<file path="config.mk">
export PLATFORM = sky130hd
export DESIGN_NAME = zle_dec
export DESIGN_NICKNAME = d
export VERILOG_FILES = /design/src/rtl/zle_pkg.sv /design/src/rtl/zle_dec_cnt.sv /design/src/rtl/zle_dec.sv
export SDC_FILE = /design/constraint.sdc
export NUM_CORES = 1
export LEC_CHECK = 0
export CAP_MARGIN = 40
export CORE_ASPECT_RATIO = 1.2
export CORE_UTILIZATION = 57
export CTS_BUF_LIST = sky130_fd_sc_hd__clkbuf_4 sky130_fd_sc_hd__clkbuf_8
export CTS_CLUSTER_SIZE = 20
export DETAILED_ROUTE_END_ITERATION = 8
export PLACE_DENSITY = 0.86
export SYNTH_ARGS = -nofsm -noshare
export SYNTH_HDL_FRONTEND = slang
export SYNTH_SLANG_ARGS = --single-unit
</file>
<file path="constraint.sdc">
create_clock -name clock -period 2.95 [get_ports clock]
set_input_delay 0.885 -clock clock [delete_from_list [all_inputs] [get_ports clock]]
set_output_delay 0.885 -clock clock [all_outputs]
set_load 0.02 [all_outputs]
</file>
<file path="src/rtl/zle_pkg.sv">
// Shared definitions for the zero run-length codec: FSM states, token types
// and the token type-bit position helper.
package zle_pkg;

  typedef enum logic [1:0] {
    S_IDLE = 2'd0,
    S_RUN  = 2'd1
  } state_e;

  localparam logic TOK_LIT = 1'b0;
  localparam logic TOK_RUN = 1'b1;

  // Token layout: {type, payload[w-1:0]}, so the type bit sits at index w.
  function automatic int unsigned type_bit(input int unsigned w);
    return w;
  endfunction

endpackage

</file>
<file path="src/rtl/zle_dec_cnt.sv">
// Loadable down-counter holding the zeros still owed for the current run,
// with a registered "exactly one left" flag.
module zle_dec_cnt #(
  parameter int unsigned CW = 8
) (
  input  logic          clock,
  input  logic          reset,
  input  logic          load_i,
  input  logic [CW-1:0] load_val_i,
  input  logic          dec_i,
  output logic          is_one_o
);

  logic [CW-1:0] cnt_q, cnt_d;
  logic          one_q, one_d;

  // Flag tracks the value being written so is_one is valid the cycle after
  always_comb begin
    cnt_d = cnt_q;
    one_d = one_q;
    if (load_i) begin
      cnt_d = load_val_i;
      one_d = (load_val_i == CW'(1));
    end else if (dec_i) begin
      cnt_d = cnt_q - CW'(1);
      one_d = (cnt_q == CW'(2));
    end
  end

  always_ff @(posedge clock or negedge reset) begin
    if (!reset) begin
      cnt_q <= '0;
      one_q <= 1'b0;
    end else begin
      cnt_q <= cnt_d;
      one_q <= one_d;
    end
  end

  assign is_one_o = one_q;

endmodule

</file>
<file path="src/rtl/zle_dec.sv">
// Zero run-length decoder: expands run tokens into zero words, passes literals.
// Optional sticky format-error output enabled by defining ZLE_DEC_ERR_EN.
module zle_dec
  import zle_pkg::*;
#(
  parameter int unsigned W       = 8,
  parameter int unsigned CW      = 8,
  parameter int unsigned MAX_RUN = 16
) (
  input  logic         clock,
  input  logic         reset,
  input  logic         i_v,
  output logic         i_b,
  input  logic [W:0]   i_d,
  output logic         o_v,
  input  logic         o_b,
  output logic [W-1:0] o_d
`ifdef ZLE_DEC_ERR_EN
  ,
  output logic         err
`endif
);

  localparam int unsigned TYPE_BIT = type_bit(W);

  if (CW < W || MAX_RUN == 0) begin : g_bad_cfg
    $error("zle_dec: CW must be >= W and MAX_RUN must be >= 1");
  end

  state_e        state_q, state_d;
  logic          o_v_q, o_v_d;
  logic [W-1:0]  o_d_q, o_d_d;
  logic          tok_type;
  logic [W-1:0]  payload;
  logic [CW-1:0] n_ext;
  logic          slot_free;
  logic          take;
  logic          cnt_load, cnt_dec, cnt_is_one;

  assign tok_type  = i_d[TYPE_BIT];
  assign payload   = i_d[W-1:0];
  assign n_ext     = CW'(payload);
  assign slot_free = !o_v_q || !o_b;
  assign i_b       = !(state_q == S_IDLE && slot_free);
  assign take      = i_v && !i_b;

  zle_dec_cnt #(.CW(CW)) u_cnt (
    .clock      (clock),
    .reset      (reset),
    .load_i     (cnt_load),
    .load_val_i (n_ext - CW'(1)),
    .dec_i      (cnt_dec),
    .is_one_o   (cnt_is_one)
  );

  // Next state and output word; everything holds while the slot is occupied
  always_comb begin
    state_d  = state_q;
    o_v_d    = o_v_q;
    o_d_d    = o_d_q;
    cnt_load = 1'b0;
    cnt_dec  = 1'b0;
    case (state_q)
      S_IDLE: begin
        if (take) begin
          if (tok_type == TOK_LIT) begin
            o_d_d = payload;
            o_v_d = 1'b1;
          end else if (n_ext != '0) begin
            o_d_d    = '0;
            o_v_d    = 1'b1;
            cnt_load = 1'b1;
            if (n_ext > CW'(1)) state_d = S_RUN;
          end else begin
            o_v_d = 1'b0;
          end
        end else if (slot_free) begin
          o_v_d = 1'b0;
        end
      end
      S_RUN: begin
        if (slot_free) begin
          o_d_d   = '0;
          o_v_d   = 1'b1;
          cnt_dec = 1'b1;
          if (cnt_is_one) state_d = S_IDLE;
        end
      end
      default: begin
        state_d = S_IDLE;
        o_v_d   = 1'b0;
      end
    endcase
  end

  always_ff @(posedge clock or negedge reset) begin
    if (!reset) begin
      state_q <= S_IDLE;
      o_v_q   <= 1'b0;
      o_d_q   <= '0;
    end else begin
      state_q <= state_d;
      o_v_q   <= o_v_d;
      o_d_q   <= o_d_d;
    end
  end

  assign o_v = o_v_q;
  assign o_d = o_d_q;

`ifdef ZLE_DEC_ERR_EN
  logic err_q, err_d;

  // Illegal run lengths are flagged but still decoded normally
  always_comb begin
    err_d = err_q;
    if (take && tok_type == TOK_RUN && (n_ext == '0 || n_ext > CW'(MAX_RUN)))
      err_d = 1'b1;
  end

  always_ff @(posedge clock or negedge reset) begin
    if (!reset) err_q <= 1'b0;
    else        err_q <= err_d;
  end

  assign err = err_q;
`endif

endmodule
</file>
==> results of run 1 <==
-- cells by family (layout without fill, tap and decap cells) --
logic type / count (synthesis) / in the layout
buf+inv: 8 / 38
simple gates: 35 / 35
fa+ha+maj: 6 / 6
mux: 5 / 5
xor+xnor: 12 / 12
compound gates: 26 / 26
flops: 19 / 19
-- metal layers --
metal	part of all wire	wire, µm	global-route usage	up-vias
li1	-	-	-	465
met1	0.43	1049	0.3075	456
met2	0.52	1257	0.4453	25
met3	0.035	84	0.03472	4
met4	0.014	34	0.09375	0
met5	0	0	0	-
-- power by group --
part | internal, mW | total (mW) | switching [mW]
sequential | 0.335 | 0.404 | 0.0692
clock | 0.0619 | 0.142 | 0.0796
combinational | 0.176 | 0.370 | 0.194
total | 0.573 | 0.916 | 0.343
-- what timing repair did --
item,in CTS,in global routing
endpoints found under the setup margin,1,0
gates resized for setup,1,0
endpoints found under the hold margin,0,0
-- state kept, by name, summed over array words and instances, names as in the netlist --
| name | cells |
|---|---|
| u_cnt.cnt_q | 8 |
| u_cnt.is_one_o | 1 |
| o_v | 1 |
| o_d | 8 |
| state_q | 1 |
-- cell type report --
| cell class | instances | share of cell area |
|---|---|---|
| Tap cell | 19 | 0.01602 |
| Sequential cell | 19 | 0.3204 |
| Inverter | 5 | 0.01265 |
| Multi-Input combinational cell | 84 | 0.4477 |
| Clock buffer | 4 | 0.02024 |
| Timing Repair Buffer | 29 | 0.1830 |
-- worst min path at each step --
| stage | start | to | cells past startpoint |
|---|---|---|---|
| 5_1_grt | u_cnt.is_one_o | state_q[0] | 1 |
| 2_1_floorplan | u_cnt.is_one_o | state_q[0] | 1 |
| 4_1_cts | u_cnt.is_one_o | state_q[0] | 1 |
| 3_3_place_gp | u_cnt.is_one_o | state_q[0] | 1 |
| 6_report | u_cnt.is_one_o | state_q[0] | 1 |
| 3_5_place_dp | u_cnt.is_one_o | state_q[0] | 1 |
-- cell usage in the layout (no fill, tap or decap) --
cell type,n
a41oi_2,1
nand2b_1,2
nor2_1,11
dlygate4sd2_1,1
o22ai_1,1
clkbuf_4,4
a22o_1,8
inv_1,5
xnor2_1,4
a21oi_1,2
o221ai_1,1
or2_1,1
nor4bb_1,1
o21ai_1,3
dfrtp_1,19
a21bo_2,1
o211ai_1,3
buf_4,7
mux2i_1,5
nor3_1,1
nand2_1,7
a21o_1,1
a311oi_2,1
a21boi_2,1
or4_4,1
a31oi_1,1
ha_1,6
nor4_4,2
nand3_1,6
clkdlybuf4s50_1,21
nand4b_1,2
o21ai_4,1
a311o_1,1
xor2_1,8
nor4_1,1
==> run summary, run 1 <==
In this run the deepest clock path goes through 2 buffers. Synthesized area: 1189 µm². In this run the worst path has a maximum fanout of 2. For the standard cell area after detailed placement, the log shows 1455 µm². The die is 52.03 µm tall.

For the remaining number of nets flagged by the antenna check after routing, the log shows 0. Initial cell density of the core: 0.6279. The synthesized netlist net count was 130; the maximum resistive drop on vdd was 0.3439 mV.

Counting flops with a built-in enable in the synthesized netlist gives 0. The share of layout cells above drive strength 1 works out to 0.1348. Registers take 475.5 µm². Once layout is done, the placed cells without fillers occupy 1484 µm². Counting tap cells, the placed design contains a total of 156 instances.

The detailed router finished its first iteration with 11 violations. Mean area per synthesized cell: 10.71 µm². The part of the cycle the worst path needs is 0.9163, and the total routing resource utilization after global routing is 0.2522.

Port buffering added 22 buffers. Post-route non-filler standard cell count: 160. The data arrival time of the worst path is 1.82 ns, and the count of cell instances traversed by the critical path is 3.

Setup repair after global routing left no endpoint under its margin. The logs give -0.02335 ns for the setup slack at placement and 0 for the final-report max-slew violation count. The setup clock skew after layout was 0.004725 ns; the count of standard-cell rows was 17.

The run finished, with violations left. The post-layout worst setup margin is 0.2469 ns. TritonCTS built the clock tree. From left edge to right edge, the die measures 43.69 µm.

The xor and xnor fraction of the mapped netlist area was 0.08842; the latest clock arrival within the worst-skew pair was 0.30 ns. Number of H-tree levels: 1. The run gives 1 as the DRC violation count after routing. The tools report the post-CTS setup buffer count as 0. The fraction of post-synthesis cell area in the top cell type by area is 0.4000. The wire-length estimate of the detail-placed layout is 1931 µm. The worst setup path is captured at an output port. Among all stages on the critical path, the largest delay is contributed by clkdlybuf4s50_1. The sequential cell area fraction in the yosys report is 0.4000. The endpoint identified for the worst register-to-register timing path is u_cnt.is_one_o. The total overflow left after global routing is 0. Tracing the worst setup path back leads to its startpoint at o_b. Share of async-settable or async-resettable flops after synthesis: 1.000. By count the netlist is led by dfrtp_1, nor2_1, a22o_1, xor2_1, nand2_1. In the final layout, the multi-input gates occupy 664.4 µm². The proportion of synthesized area in mux cells was 0.04211. Most frequent cell after synthesis: dfrtp_1.

The min-delay analysis places its worst path in the category flip-flop to flip-flop. The synthesized-area fraction occupied by ao, oa, aoi and oai cells is 0.1895, and the area of the core is 1893 µm². The logs give 0.6404 for the headroom to the max-slew limit and 0.8580 for the final weighted congestion in routability-driven placement.

The tools report the critical path startpoint category as an input port. The smallest hold slack was 0.4799 ns. After synthesis, the cell types taking the most area are dfrtp_1, ha_1, a22o_1, xor2_1, mux2i_1. In the final routed layout, each cell accounts on average for 15.16 µm. For this design the static power due to leakage is 0.6270 nW. The completed layout was analyzed and its total power is 916.2 µW. Setup slack on the worst reg-to-reg path comes out at 1.15 ns. The pin count of the biggest net entering global routing is 20, and the cell area power density is 617.4 nW/µm². The transition at the pin with the smallest max-transition slack was 0.5375 ns; the number of buffers added to fix hold violations after cts was 0. The final reports fail on DRC. Derived from the worst setup path, the maximum achievable clock frequency is 370.0 MHz. By startpoint and endpoint, the worst setup path is classified as input port to output port.

After clock tree synthesis, the clock-pin slew on the worst setup and hold paths is 0.11 ns. Clock tree synthesis selected as its root buffer the cell clkbuf_4. The clock net in this run drives a total of 19 sinks. In this design, the stage delay of the slowest critical-path cell is 0.47 ns. Detailed routing inserted a total of 950 vias. The total of endpoints with negative setup slack in the final report is 0. The logic depth of the worst register-to-register path was 4. In the routed layout, each cell is associated on average with a via count of 5.938. Synthesis produced a netlist whose cell count is 111. The Yosys step of the flow raised 0 warnings. The number of buffers and inverters on the critical path is 2.

The worst path required time is 2.07 ns. The adder and majority cell fraction of the synthesized area came out at 0.06316. The minimum clock period is 2.703 ns. The final core utilization is 0.7839, and the total of flip-flops plus latches after synthesis is 19. In this design, the largest share of critical-path delay is due to buffers and inverters.

The tools report the count of distinct cell types in the synthesized netlist as 33. For the wire length of the first global-routing pass, the log shows 4091 µm. The area growth from synthesis to layout is 24.84%. The critical path goes through clkdlybuf4s50_1 > a21o_1 > dlygate4sd2_1. The setup total negative slack came out at 0 ns. The run gives 161 as the final net count. The logs give 916 for the number of global-route vias before repair and 2273 µm² for the area of the die.

The basic-gate share of the synthesized area counting and, or, nand and nor cells came out at 0.1758. The number of buffers added by the clock tree synthesis step is 3. The tools report the initial antenna violation count as 0.

The first TritonRoute pass finished after 6 iterations. The logs give 23 for the number of primary I/O pins and 2426 µm for the overall routed net length. The critical path ends at i_b.

The repair_antennas step left the layout with diodes totalling 0. By area, the combinational part of the netlist is dominated by compound AO/OA/AOI/OAI gates. Across the run, the number of max-cap violations was 0. Of all cell types, the one taking the most synthesized area is dfrtp_1. For the filler cell count, the log shows 138.

The most used flip-flop cell after synthesis is dfrtp_1. The startpoint of the worst-slack reg-to-reg timing path is u_cnt.cnt_q[4]. The number of hold violations in the final report is 0.
Note: power is estimated with default switching activity, not from simulation.
==> run 2, diff against run 1 <==
--- a/config.mk
+++ b/config.mk
@@ -12,6 +12,7 @@
 export CTS_CLUSTER_SIZE = 20
 export DETAILED_ROUTE_END_ITERATION = 8
 export PLACE_DENSITY = 0.86
+export SLEW_MARGIN = 5
 export SYNTH_ARGS = -nofsm -noshare
 export SYNTH_HDL_FRONTEND = slang
 export SYNTH_SLANG_ARGS = --single-unit
==> results of run 2 <==
The final DEF is identical to that of run 1; final timing and power are the same.
==> run 3, diff against run 2 <==
--- a/config.mk
+++ b/config.mk
@@ -12,7 +12,7 @@
 export CTS_CLUSTER_SIZE = 20
 export DETAILED_ROUTE_END_ITERATION = 8
 export PLACE_DENSITY = 0.86
-export SLEW_MARGIN = 5
+export SLEW_MARGIN = 20
 export SYNTH_ARGS = -nofsm -noshare
 export SYNTH_HDL_FRONTEND = slang
 export SYNTH_SLANG_ARGS = --single-unit
==> results of run 3 <==
The final DEF is identical to that of run 1; final timing and power are the same.
